[src/rtl/gray2bin_b10_reg_if.sv]
// gray2bin_b10_reg_if: in_valid/gray_code toward the converter, out_valid/binary_code back
interface gray2bin_b10_reg_if #(parameter int WIDTH = 10);
  logic             in_valid;
  logic [WIDTH-1:0] gray_code;
  logic             out_valid;
  logic [WIDTH-1:0] binary_code;
  modport master (output in_valid, output gray_code, input out_valid, input binary_code);
  modport slave (input in_valid, input gray_code, output out_valid, output binary_code);
endinterface

[src/rtl/gray2bin_b10_reg.sv]
// gray2bin_b10_reg: registered Gray-to-binary converter; clk, rst (sync, active-high), bus = in_valid/gray_code in, out_valid/binary_code out
module gray2bin_b10_reg #(
  parameter int WIDTH = 10
) (
  input logic clk,
  input logic rst,
  gray2bin_b10_reg_if.slave bus
);
  if (WIDTH < 2 || WIDTH > 32) begin : g_bad_width
    $error("gray2bin_b10_reg: WIDTH must be in 2..32");
  end
  logic [WIDTH-1:0] bin;
  logic [WIDTH-1:0] bin_d, bin_q;
  logic             valid_d, valid_q;
  // Each bit is the XOR of all Gray bits from the MSB down to itself
  for (genvar i = 0; i < WIDTH; i++) begin : g_prefix
    assign bin[i] = ^bus.gray_code[WIDTH-1:i];
  end
  always_comb begin
    valid_d = bus.in_valid;
    bin_d   = bus.in_valid ? bin : bin_q;
  end
  always_ff @(posedge clk) begin
    if (rst) begin
      valid_q <= 1'b0;
      bin_q   <= '0;
    end else begin
      valid_q <= valid_d;
      bin_q   <= bin_d;
    end
  end
  assign bus.out_valid   = valid_q;
  assign bus.binary_code = bin_q;
  a_valid_delay: assert property (@(posedge clk) disable iff (rst)
    bus.out_valid == ($past(bus.in_valid) && !$past(rst)));
endmodule

[src/flat_wrapper.sv]
// flat-port wrapper written by rule: the top's interface ports become plain ports
module gray2bin_b10_reg_flat 
#(
  parameter int WIDTH = 10
)
  (clk, rst, bus_in_valid, bus_gray_code, bus_out_valid, bus_binary_code);
  gray2bin_b10_reg_if #(.WIDTH(WIDTH)) bus_i ();
  input logic clk;
  input logic rst;
  input wire logic [$bits(bus_i.in_valid)-1:0] bus_in_valid;
  input wire logic [$bits(bus_i.gray_code)-1:0] bus_gray_code;
  output wire logic [$bits(bus_i.out_valid)-1:0] bus_out_valid;
  output wire logic [$bits(bus_i.binary_code)-1:0] bus_binary_code;
  assign bus_i.in_valid = bus_in_valid;
  assign bus_i.gray_code = bus_gray_code;
  assign bus_out_valid = bus_i.out_valid;
  assign bus_binary_code = bus_i.binary_code;
  gray2bin_b10_reg #(.WIDTH(WIDTH)) u_core (.clk(clk), .rst(rst), .bus(bus_i));
endmodule
[config.mk]
export PLATFORM = sky130hd
export DESIGN_NAME = gray2bin_b10_reg_flat
export DESIGN_NICKNAME = d
export VERILOG_FILES = /design/src/rtl/gray2bin_b10_reg_if.sv /design/src/rtl/gray2bin_b10_reg.sv /design/src/flat_wrapper.sv
export SDC_FILE = /design/constraint.sdc
export NUM_CORES = 1
export LEC_CHECK = 0
export BUFFER_PORTS_ARGS = -buffer_cell sky130_fd_sc_hd__buf_2
export CORE_MARGIN = 8
export CORE_UTILIZATION = 35
export DETAILED_ROUTE_END_ITERATION = 12
export SLEW_MARGIN = 40
export SYNTH_ARGS = -nofsm -noshare
export SYNTH_HDL_FRONTEND = slang
export SYNTH_SLANG_ARGS = --single-unit
[constraint.sdc]
create_clock -name clk -period 2.5 [get_ports clk]
set_clock_uncertainty 0.2 [all_clocks]
set_input_delay 0.5 -clock clk [delete_from_list [all_inputs] [get_ports clk]]
set_output_delay 0.5 -clock clk [all_outputs]
set_load 0.005 [all_outputs]
# Word-level counts from Yosys, hierarchy flattened
# Index checks and enable logic that the tools add are counted.
[totals]
latchBits = 0
inputBits = 13
out_inout_bits = 11
elab_cells = 11
ram_bits = 0
reg_bits = 11
mem_count = 0
rom_bits = 0
[classes]
reduce_logical = 9
bitwise = 0
add_sub_neg = 0
n_mul = 0
shift = 0
div_mod_pow = 0
muxes = 0
order_cmp = 0
eq_ne = 0
[ops]
columns = ["operator", "n"]
rows = [
  ["$reduce_xor 10->1", 1],
  ["$reduce_xor 9->1", 1],
  ["$reduce_xor 8->1", 1],
  ["$reduce_xor 7->1", 1],
  ["$reduce_xor 6->1", 1],
  ["$reduce_xor 5->1", 1],
  ["$reduce_xor 4->1", 1],
  ["$reduce_xor 3->1", 1],
  ["$reduce_xor 2->1", 1],
]

# Depth between registers and ports, before layout
# Gate-level depths: netlist (run 1).
[depth]
depth_word = 1
ltp_mapped = 5
depth_no_buf = 5

# Least setup slack after synthesis (run 1)
# OpenSTA, ideal clock, no wires.
[synth_path]
kind = "input-to-reg"
from = "input port bus_gray_code[9]"
to = "register u_core.bin_q[1], in the netlist u_core.bus.binary_code[1]"
cell_stages = 5
slack_ns = 0.245
t_arrival_ns = 1.960
t_required_ns = 2.205
cell_sequence = "xor3_2 > xor3_2 > xnor2_2 > or4b_1 > o311ai_1"
[synth_via]
elab_chain_cells = 1
[synth_lines]
columns = ["element", "line_no", "source"]
rows = [
  ["start, declared", "flat_wrapper.sv:11", "input wire logic [$bits(bus_i.gray_code)-1:0] bus_gray_code;"],
  ["$reduce_xor 9->1", "gray2bin_b10_reg.sv:17", "assign bin[i] = ^bus.gray_code[WIDTH-1:i];"],
  ["end signal, assigned", "gray2bin_b10_reg.sv:29", "bin_q <= bin_d;"],
  ["end, declared", "gray2bin_b10_reg.sv:13", "logic [WIDTH-1:0] bin_d, bin_q;"],
]
# Every way passes these cells.
# A chain may end at the register's enable or synchronous reset.

# Final worst setup path (run 1)
# Ends and elaborated chain as after synthesis.

==> results.md, run 1 <==
* Outcome: complete, no violations
* Post CTS Setup Buffer Count at 0
* Overflow after GRT at 0
* Largest family of logic cells by synthesized area: XOR/XNOR gates
* Min-delay src: u_core.bus.binary_code[8]
* Die Span Y at 54.7 um
* R2R Path End: u_core.bus.binary_code[1]
* Mapped cell area at 524 um^2
* Reg-to-reg startpoint: u_core.bus.binary_code[1]
* Worst hold path class: flip-flop to flip-flop
* Largest net degree at the start of global routing at 19
* CTS sink cnt at 11
* Max VDD drop at about 0.27 mV
* CTS H-tree lvls at 1
* Root Buffer Master: clkbuf_4
* I/O pin cnt at 24
* Simple-Gate Fraction of Synth Area at 0.112
* Uppermost routed layer: met3
* Synth top area share at 0.420
* Total negative slack at 0 ns
* N_diodes at 0
* CP Capture Type: flip-flop
* Pleak at around 0.33 nW
* CP Data Required Time at ~2.5 ns
* I/O Buffers at 23
* Multi-input logic area at roughly 290 um^2
* Top cells by area, synth: dfxtp_1 (42%), xnor2_1 (12%), xor3_2 (9.5%), mux2i_1 (7.6%), a211oi_1 (7.2%)
* Final Hold Fails at 0
* Maxcap violations at 0
* Die Width at around 55 um
* Post_cts resized at 0
* Fmax at between 0.4 and 0.5 GHz
* Comb pwr share at 0.305
* Design Power at about 0.00046 W
* Std cell rows at 14
* Post-synthesis cell type count at 13
* Vias in the first global route at between 400 and 500
* Syn nets at slightly above 60
* Clock network fraction of total power at 0.255
* Met3 WL post-DR at about 110 um
* Total GRT Usage at 0.0773
* Max Root-Sink Buffers at 2
* Most frequent cells after synthesis: dfxtp_1 (11), nor2_1 (9), xnor2_1 (7)
* Post-Route Utilization at 0.469
* Hold Buf Count CTS at 0
* Endpoints failing setup at 0
* Synth Area in XOR/XNOR at 0.274
* Filler Cells Inserted at approximately 160
* Core area at roughly 0.0015 mm^2
* Register area at about 220 um^2
* RSZ-0062 raised after global routing: false
* GP Congestion at 0.647
* Part of the cycle the worst path needs at 0.853
* Clock transition at the registers of the reported paths at ~0.070 ns
* Clock latency on the worst-skew pair at 0.26 ns
* P&R area growth vs syn at 30.1%
* Via count at between 400 and 500
* Synthesis warning total at 0
* Post-synth ARST share at 0
* Startpoint Class: primary input
* Post-synth EDFFs at 0
* DR iter-0 viols at 6
* CP Class: primary input to flip-flop
* CTS tree: yes
* CP max FO at 4
* Effective utilization at floorplan at 0.361
* Adder-cell area share of the yosys netlist at 0
* R2R depth at 2
* Worst Path Arrival at between 2 and 2.5 ns
* Sw power at about 0.00013 W
* Remaining DRCs at 0
* Hold Crit Depth at 2
* Synth Area in Compound Gates at 0.0883
* Nets at 87
* First-pass DRT Iterations at 3
* Worst-margin pin slew at around 0.34 ns
* Vias/cell at between 4 and 5
* Sequential cell area fraction in the yosys report at 0.420
* PwrDens at about 680 mW/mm^2
* Sequential Power Share at 0.440
* Initial antenna violation count at 0
* Slew HR at 0.770
* Final WL at between 1000 and 1500 um
* Final min period at ~2.1 ns
* CTS Buf Count at 3
* Hold endpoint: u_core.bus.binary_code[8]
* Syn_area_per_cell at 10.9 um^2
* Post-synthesis mux area share at 0.0764
* Flops & latches, synth at 11
* Post-route worst setup slack at about 0.37 ns
* Top_reg_cell synth: dfxtp_1
* Total die area at 0.00299 mm^2
* Setup WS pre-CTS at 0.102 ns
* Met2 wire length at a little over 500 um
* Post-synthesis cell count at 48
* Most common cell in the synthesized netlist: dfxtp_1
* Worst R2R Setup Slack at around 1.6 ns
* Sw Share at 0.273
* Final antenna-violating net count at 0
* First-pass GRT wire length at 1720 um
* Layout cells sized above 1 at 0.425
* P_int at 0.000337 W
* Final Max Tran Viols at 0
* Met1 Wirelength at between 400 and 500 um
* Synth area leader: dfxtp_1
* Drt wl/cell at 12.2 um
-- state kept, by name (all words and copies together), names as in the netlist --
signal and cells:
u_core.bus.out_valid 1, u_core.bus.binary_code 10
-- per-layer routing --
metal	GRT usage	vias to the layer above
met2	0.132	12
li1	-	216
met1	0.0811	188
met3	0.0299	0
met5	0	-
met4	0.0369	0
-- cell families after synthesis --
kind of cell / count (synthesis)
and+or+nand+nor: 12
muxes: 4
buffers and inverters: 4
DFF: 11
xor gates and xnor gates: 11
AOI/OAI and AO/OA: 6
-- critical path, cell delays in order --
cell and delay, ns:
buf_2 0.11, xor3_2 0.46, xor3_2 0.28, xnor2_2 0.18, or4b_1 0.48, o311ai_1 0.09
-- power groups by stage --
stage          clock network (W)   logic, W  registers (W)
4_1_cts                 0.000123   0.000144       0.000204
5_1_grt                 0.000133   0.000156       0.000208
3_3_place_gp                   0   0.000142       0.000208
6_report                0.000118   0.000141       0.000204
2_1_floorplan                  0  0.0000915       0.000212
3_5_place_dp                   0   0.000143       0.000208
-- stage by stage --
step	cell area (um^2)	hold slack (ns)	std cells
6_report	682	0.280	89
5_1_grt	682	0.311	89
4_1_cts	682	0.285	89
3_5_place_dp	656	0.275	85
3_3_place_gp	656	0.272	85
2_1_floorplan	524	0.278	48
-- layout by cell type (no fill, tap or decap), drive strengths merged --
cell    count
buf        24
dfxtp      11
nor2        9
xnor2       9
a211oi      5
mux2i       4
clkbuf      4
xor3        2
nor2b       1
inv         1
or4b        1
nand4b      1
o311ai      1
-- worst max-delay path by stage --
stage / from / end / slack, ns / cells after the start
after floorplan: bus_gray_code[9] / u_core.bus.binary_code[1] / 0.24 / 5
after global placement: bus_gray_code[9] / u_core.bus.binary_code[1] / 0.13 / 6
after detailed placement: bus_gray_code[9] / u_core.bus.binary_code[1] / 0.10 / 6
after CTS: bus_gray_code[9] / u_core.bus.binary_code[1] / 0.37 / 6
after global routing: bus_gray_code[9] / u_core.bus.binary_code[1] / 0.34 / 6
final: bus_gray_code[9] / u_core.bus.binary_code[1] / 0.37 / 6
-- layout make-up --
| type | instances | area share |
|---|---|---|
| Multi-Input combinational cell | 33 | 0.424 |
| Sequential cell | 11 | 0.323 |
| Timing Repair Buffer | 24 | 0.180 |
| Clock buffer | 4 | 0.0385 |
| Tap cell | 16 | 0.0294 |
| Inverter | 1 | 0.00550 |
Power figures use the tool's default switching activity.
==> inputs of run 2 (changes only) <==
Settings changed: CTS_BUF_LIST set to sky130_fd_sc_hd__clkbuf_16.
==> run 2 against run 1 <==
Non-clock buffer count is the same; critical endpoint unchanged; count of clock-buffer cells in the layout is 1 lower; critical path type unchanged; core utilization rose by 3.6 points; highest routed layer unchanged; power is 35% higher; largest power group is now the clock network.
==> results.md, run 2 (synthesized netlist as in run 1, its figures left out) <==
* Remaining DRCs at 0 (unchanged)
* Post-layout instance count excluding filler cells at 89 (unchanged)
* Pleak at 0.357 nW (+8.3%)
* Vias in the first global route at 420 (+3.4%)
* Total GRT Usage at 0.0822 (+0.00490)
* Critical Path Most Common Cell: xor3_2
* Root Buffer Master: clkbuf_16
* N_diodes at 0 (unchanged)
* R2R Path End: u_core.bus.binary_code[1]
* Hold Crit Depth at 2 (unchanged)
* CTS sink cnt at 11 (unchanged)
* Layout cells sized above 1 at 0.425 (unchanged)
* Worst-margin pin slew at 0.348 ns (+0.00522 ns)
* Inst Count DP at 85 (unchanged)
* RSZ-0062 raised after global routing: false
* Via count at 410 (-1.4%)
* Filler Cells Inserted at 148 (-6.3%)
* Min-delay src: u_core.bus.binary_code[8]
* Total negative slack at 0 ns (unchanged)
* Die Width at 54.7 um (unchanged)
* Delay of the slowest critical-path stage at 0.48 ns (about the same)
* Total die area at 0.00299 mm^2 (unchanged)
* Hold Buf Count CTS at 0 (unchanged)
* CP max FO at 4 (unchanged)
* Core area at 0.00145 mm^2 (unchanged)
* Post-route worst setup slack at 0.339 ns (-0.0292 ns)
* PwrDens at 853 mW/mm^2 (+26%)
* CP Class: primary input to flip-flop
* Drt wl/cell at 12.2 um (+0.28%)
* P&R area growth vs syn at 40.1%
* Effective utilization at floorplan at 0.361 (unchanged)
* Worst Path Arrival at 2.10 ns (about the same)
* CTS tree: yes
* Part of the cycle the worst path needs at 0.864 (+0.0117)
* Max reg flops at 10 (unchanged)
* Final Hold Fails at 0 (unchanged)
* Setup WS pre-CTS at 0.102 ns (unchanged)
* Std cell rows at 14 (unchanged)
* Clock latency on the worst-skew pair at 0.23 ns (-0.03 ns)
* Outcome: complete, no violations
* Final min period at 2.16 ns (+0.0292 ns)
* Initial antenna violation count at 0 (unchanged)
* Reg-to-reg startpoint: u_core.bus.binary_code[1]
* I/O pin cnt at 24 (unchanged)
* Critical Path, Cell by Cell: buf_2 -> xor3_2 -> xor3_2 -> xnor2_2 -> or4b_1 -> o311ai_1
* Largest net degree at the start of global routing at 19 (unchanged)
* Final antenna-violating net count at 0 (unchanged)
* First-pass GRT wire length at 1760 um (+2.4%)
* Clock transition at the registers of the reported paths at 0.04 ns (-0.03 ns)
* Commonest non-fill, non-tap cells in the layout: buf_2 (23), dfxtp_1 (11), nor2_1 (9)
* Post_cts resized at 0 (unchanged)
* GP Congestion at 0.647 (unchanged)
* Maxcap violations at 0 (unchanged)
* Max VDD drop at 0.294 mV (+10%)
* Worst hold path class: flip-flop to flip-flop
* CTS Buf Count at 3 (unchanged)
* First-pass DRT Iterations at 2 (-1)
* Crit-path slowest cell: or4b_1
* Worst R2R Setup Slack at 1.62 ns (about the same)
* Slew HR at 0.767 (-0.00350)
* Fmax at 0.463 GHz (-1.4%)
* Endpoints failing setup at 0 (unchanged)
* CTS H-tree lvls at 1 (unchanged)
* Nets at 87 (unchanged)
* Die Span Y at 54.7 um (unchanged)
* CP Data Required Time at 2.44 ns (-0.03 ns)
* CP Capture Type: flip-flop
* Final Max Tran Viols at 0 (unchanged)
* I/O Buffers at 23 (unchanged)
* Startpoint Class: primary input
* Post CTS Setup Buffer Count at 0 (unchanged)
* Commonest non-fill, non-tap cell in the layout: buf_2
* Hold endpoint: u_core.bus.binary_code[8]
* Max Root-Sink Buffers at 2 (unchanged)
* Overflow after GRT at 0 (unchanged)
* Final WL at 1090 um (+0.28%)
* Vias/cell at 4.61 (-1.4%)
* R2R depth at 2 (unchanged)
* DR iter-0 viols at 6 (unchanged)
-- run 2: changes by cell type in the layout (fill, tap and decap cells not counted) --
cell / previous run / this run
clkbuf_16: 0 / 3
clkbuf_1: 1 / 0
clkbuf_4: 3 / 0
inv_1: 1 / 2
-- run 2: worst max-delay path, delay by kind of cell --
family	cells	cell delay (ns)
xor gates and xnor gates	3	0.92
buffers and inverters	1	0.10
and+or+nand+nor	1	0.48
AOI/OAI and AO/OA	1	0.09
-- run 2: how the worst max path moves through the flow --
stage,startpoint,cells past startpoint,slack [ns],to
2_1_floorplan,bus_gray_code[9],5,0.24,u_core.bus.binary_code[1]
4_1_cts,bus_gray_code[9],6,0.33,u_core.bus.binary_code[1]
5_1_grt,bus_gray_code[9],6,0.29,u_core.bus.binary_code[1]
6_report,bus_gray_code[9],6,0.34,u_core.bus.binary_code[1]
3_3_place_gp,bus_gray_code[9],6,0.13,u_core.bus.binary_code[1]
3_5_place_dp,bus_gray_code[9],6,0.10,u_core.bus.binary_code[1]
-- run 2: power by group --
part	leakage [nW]	switching, W	internal (W)	total, W
Sequential	0.0912	0.00000807	0.000197	0.000205
Clock	0.0423	0.0000715	0.000209	0.000281
Combinational	0.223	0.0000616	0.0000791	0.000141
Total	0.357	0.000141	0.000485	0.000627
-- run 2: layer usage --
metal / global-route usage / part of all wire
met4: 0.0615 / 0
met1: 0.0796 / 0.41
met3: 0.0380 / 0.096
met5: 0 / 0
met2: 0.134 / 0.49
-- run 2: stage by stage --
step,util,hold WS [ns],total power (W),instance area [um^2]
final,0.505,0.276,0.000627,734
after global routing,0.505,0.306,0.000662,734
after CTS,0.505,0.281,0.000638,734
after detailed placement,0.451,0.275,0.000351,656
after global placement,0.451,0.272,0.000350,656
after floorplan,-,0.278,0.000303,524
-- run 2: layout make-up --
class | count | area, um^2 | share of cell area
timing repair buffer | 24 | 123 | 0.167
inverter | 1 | 3.75 | 0.00511
sequential | 11 | 220 | 0.300
clock buffer | 3 | 75.1 | 0.102
multi-input combinational | 33 | 289 | 0.394
tap | 16 | 20.0 | 0.0273
clock inverter | 1 | 3.75 | 0.00511
